**src/rtl/regf_wb_arbiter.sv**
```systemverilog
// regf_wb_arbiter: shares the register file's single write port between NREQ writeback
// sources. One request per cycle is granted by round-robin and registered onto the
// register file write port, so a write reaches the port one cycle after its accept.
//
// Ports:
//   clk        system clock, rising edge
//   rst        asynchronous active-high reset
//   hold       stall; no grant is issued while high
//   req_valid  per-source write request valid              [NREQ]
//   req_addr   flattened destination addresses, src i at [i*AW +: AW]
//   req_data   flattened write data, src i at [i*DW +: DW]
//   req_ready  per-source grant (combinational)             [NREQ]
//   w_enable   register file write enable (registered)
//   w_addr     register file write address (registered)
//   w_data     register file write data (registered)
//   busy       some request is valid but none is granted this cycle
//
// Optional feature macro: REGF_WB_X0_DROP_EN. When defined, requests to address 0 are
// readied immediately alongside the normal winner, never write and never move the
// round-robin pointer; the normal winner is picked among non-zero addresses only.

`timescale 1ns/1ps

module regf_wb_arbiter #(
    parameter int NREQ = 3,
    parameter int AW   = 5,
    parameter int DW   = 32
) (
    input  logic               clk,
    input  logic               rst,
    input  logic               hold,
    input  logic [NREQ-1:0]    req_valid,
    input  logic [NREQ*AW-1:0] req_addr,
    input  logic [NREQ*DW-1:0] req_data,
    output logic [NREQ-1:0]    req_ready,
    output logic               w_enable,
    output logic [AW-1:0]      w_addr,
    output logic [DW-1:0]      w_data,
    output logic               busy
);

    localparam int RW = (NREQ > 1) ? $clog2(NREQ) : 1;

    logic [RW-1:0]   rr_q;
    logic [RW-1:0]   rr_d;
    logic [NREQ-1:0] cand;        // requests competing for the write slot
    logic [NREQ-1:0] side_ready;  // requests readied outside the round-robin search
    logic            win_found;
    logic [RW-1:0]   win_idx;
    logic [NREQ-1:0] win_onehot;
    logic            grant_en;
    logic            accept;

`ifdef REGF_WB_X0_DROP_EN
    logic [NREQ-1:0] x0_req;

    always_comb begin
        x0_req = '0;
        for (int i = 0; i < NREQ; i++) begin
            x0_req[i] = (req_addr[i*AW +: AW] == '0);
        end
    end

    assign cand       = req_valid & ~x0_req;
    assign side_ready = req_valid & x0_req;
`else
    assign cand       = req_valid;
    assign side_ready = '0;
`endif

    // Round-robin search starting at rr_q, wrapping modulo NREQ.
    always_comb begin
        int unsigned idx;
        idx       = 0;
        win_found = 1'b0;
        win_idx   = '0;
        for (int k = 0; k < NREQ; k++) begin
            idx = (int'(rr_q) + k) % NREQ;
            if (!win_found && cand[idx]) begin
                win_found = 1'b1;
                win_idx   = idx[RW-1:0];
            end
        end
    end

    always_comb begin
        win_onehot = '0;
        if (win_found) begin
            win_onehot[win_idx] = 1'b1;
        end
    end

    // Grants are suppressed during reset so nothing looks accepted while rst is high.
    assign grant_en  = ~hold & ~rst;
    assign req_ready = grant_en ? (win_onehot | side_ready) : '0;
    assign accept    = grant_en & win_found;
    assign busy      = (|req_valid) & ~(|(req_valid & req_ready));

    always_comb begin
        rr_d = rr_q;
        if (accept) begin
            rr_d = (win_idx == RW'(NREQ - 1)) ? '0 : win_idx + 1'b1;
        end
    end

    always_ff @(posedge clk or posedge rst) begin
        if (rst) begin
            rr_q     <= '0;
            w_enable <= 1'b0;
            w_addr   <= '0;
            w_data   <= '0;
        end else begin
            rr_q     <= rr_d;
            w_enable <= accept;
            if (accept) begin
                w_addr <= req_addr[win_idx*AW +: AW];
                w_data <= req_data[win_idx*DW +: DW];
            end
        end
    end

endmodule

```
**config.mk**
```make
export PLATFORM = sky130hd
export DESIGN_NAME = regf_wb_arbiter
export DESIGN_NICKNAME = d
export VERILOG_FILES = /design/src/rtl/regf_wb_arbiter.sv
export SDC_FILE = /design/constraint.sdc
export NUM_CORES = 1
export LEC_CHECK = 0
export ABC_CLOCK_PERIOD_IN_PS = 3250
export BUFFER_PORTS_ARGS = -buffer_cell sky130_fd_sc_hd__buf_2
export CAP_MARGIN = 10
export CORE_ASPECT_RATIO = 1.2
export CORE_MARGIN = 5
export CORE_UTILIZATION = 44
export CTS_CLUSTER_SIZE = 12
export DETAILED_ROUTE_END_ITERATION = 7
export PLACE_DENSITY = 0.9
export SLEW_MARGIN = 30
export SYNTH_ARGS = -nofsm -noshare
export SYNTH_HDL_FRONTEND = slang
export SYNTH_SLANG_ARGS = --single-unit
export TNS_END_PERCENT = 100
```
**constraint.sdc**
```tcl
create_clock -name clk -period 3.25 [get_ports clk]
set_input_delay 0.1625 -clock clk [delete_from_list [all_inputs] [get_ports clk]]
set_output_delay 0.1625 -clock clk [all_outputs]
set_load 0.1 [all_outputs]
```
==> out/summary.txt <==
Run status - completed
CP Capture Type - output pin
Site Rows - 28
EDFF count, synth - 0
CP Launch Point - rr_q[0]$_DFFE_PP0P_
Hold Path Depth - 2
Most frequent cells in the layout - buf_2, nor2_1, dfrtp_1
RD Place Congestion - 0.757
Post-DRT Antenna Nets - 0
Commonest non-fill, non-tap cell in the layout - buf_2
Synth-to-layout area growth - 45.3%
Total track usage - 0.209
Flop2flop setup slack - 0.57 ns
Setup bufs post-CTS - 0
Unrepaired setup endpoints after global routing - false
Classification of the worst-slack hold path - input port to flop
Layout cells sized above 1 - 0.497
Syn. warnings - 0
First-pass GRT wire length - 10,700 um
Via count - 2,499
Sink Count - 40
Final core occ - 0.658
Syn Inst Count - 229
Synthesized cell area - 2240 um^2
Clock latency on the worst-skew pair - 0.28 ns
Startpoint Class - flop
Final wirelength - 7330 um
DP HPWL - 5540 um
Largest cells by area after synthesis - dfrtp_1, a221oi_1, o2bb2ai_1
Net Count, Synth - 350
Synth async-reset ratio - 1.00
Top-area cell type share of the netlist area - 0.448
Initial DRC Count - 138
Final Cycle Share - 0.937
Final instance area - 3250 um^2
Die Height - 88.1 um
Top Ports - 159
Reg-to-reg endpoint - w_data[6]$_DFFE_PP0P_
Required time of the critical path - 3.09 ns
Max Slew Vio Count - 0
Final TNS setup - 0 ns
Fin crit period - 3.04 ns
Diode count - 0
CTS tree - built
H-tree levels - 2
Clk_skew - 0.00372 ns
Num CTS Buffers - 5
Initial Util - 0.453
Vias in the first global route - 2,477
Largest area contributor in the netlist - dfrtp_1
Seq/Total Area, Yosys - 0.448
Achievable Freq - 0.328 GHz
Max FO, Critical Path - 15
Die Area - 6610 um^2
Router iterations before antenna repair - 5
Fillers - 407
Worst slew margin - 0.501
R2r startpoint - rr_q[0]$_DFFE_PP0P_
Core ar. - 4940 um^2
Worst Hold Path EP - w_data[4]$_DFFE_PP0P_
Initial antenna violation count - 0
Die width - 75.1 um
I/O Buffers - 158
# nets final - 509
Largest net degree at the start of global routing - 30
Routed vias/inst - 5.58
Bufs on Longest Clock Path - 2
Post-Syn Area per Cell - 9.76 um^2
DR DRC count - 0
Worst slew pin tran - 0.748 ns
Primary FF master, synth - dfrtp_1
Clock-pin slew on the worst setup and hold paths - 0.07 ns
Hold Crit Start - req_data[4]
Register bit total from synthesis - 40
Worst R2R Path Depth - 9
Clock root cell - clkbuf_8
Total grt overflow - 0
Fin. Hold Viols - 0
Wire length per cell - 16.4 um
Worst Path Arrival - 2.88 ns
Crit path kind - flop to output pin
Area post-placement - 3130 um^2
Final setup viols - 0
Post-synth cell types - 31
Max Cap Viol - 0
critical path: stages (launching register included):
cell and delay (ns):
dfrtp_1 0.40, inv_1 0.09, ha_1 0.34, nor2b_1 0.18, o21ai_0 0.18, a311o_2 0.59, inv_1 0.35, and2_1 0.28
buf_12 0.20
repair_timing:
| item | in CTS | in global routing |
|---|---|---|
| resized for setup | 0 | 1 |
| setup endpoints to repair | 0 | 3 |
| hold buffers | 1 | 0 |
| hold endpoints to repair | 15 | 0 |
kinds of logic after synthesis:
group / count (synthesis) / synth area share
buffers and inverters: 24 / 0.0576
DFF: 40 / 0.448
adders and majority gates: 4 / 0.0224
muxes: 1 / 0.00448
and+or+nand+nor: 77 / 0.151
AOI/OAI and AO/OA: 83 / 0.317
state kept, by name, summed over array words and instances (netlist names):
signal,flops
w_enable,1
rr_q,2
w_data,32
w_addr,5
how the worst max path moves through the flow:
stage,to,slack (ns),depth (start not counted)
after global placement,busy,0.52,8
final,req_ready[1],0.21,8
after CTS,busy,0.03,8
after floorplan,busy,0.21,8
after global routing,req_ready[1],0.08,8
after detailed placement,busy,0.37,8
cell usage after synthesis, drive strengths merged (2+ instances only):
cell type	number
ha	4
a221oi	37
nor2	41
buf	15
clkbuf	4
a21o	2
and2	2
a21oi	21
nand2	22
dfrtp	40
o2bb2ai	18
inv	5
nor3	3
nand2b	3
per-stage QoR:
stage | hold WS (ns) | std cells | setup WS, ns
after global placement | 0.180 | 439 | 0.519
after detailed placement | 0.190 | 439 | 0.373
after global routing | 0.0741 | 448 | 0.0818
final | 0.0778 | 448 | 0.205
after floorplan | 0.287 | 229 | 0.210
after CTS | 0.0717 | 447 | 0.0283
metal layers:
layer  vias to the layer above  part of all wire  track usage
met5                         -                 0            0
met4                         0             0.015       0.0631
met3                        13             0.098       0.0586
met2                       138              0.52        0.380
met1                      1165              0.37        0.231
li1                       1183                 -            -
cell type report:
type	count	area [um^2]	share of cell area
clock buffers	7	96.3	0.0296
inverters	5	18.8	0.00578
multi-input cells	166	1130	0.348
flip-flops and latches	40	1000	0.308
well taps	60	75.1	0.0231
repair buffers	170	928	0.286
Power is not shown: default switching activity piles up to over one toggle a cycle in this logic, so the estimate is an artifact.
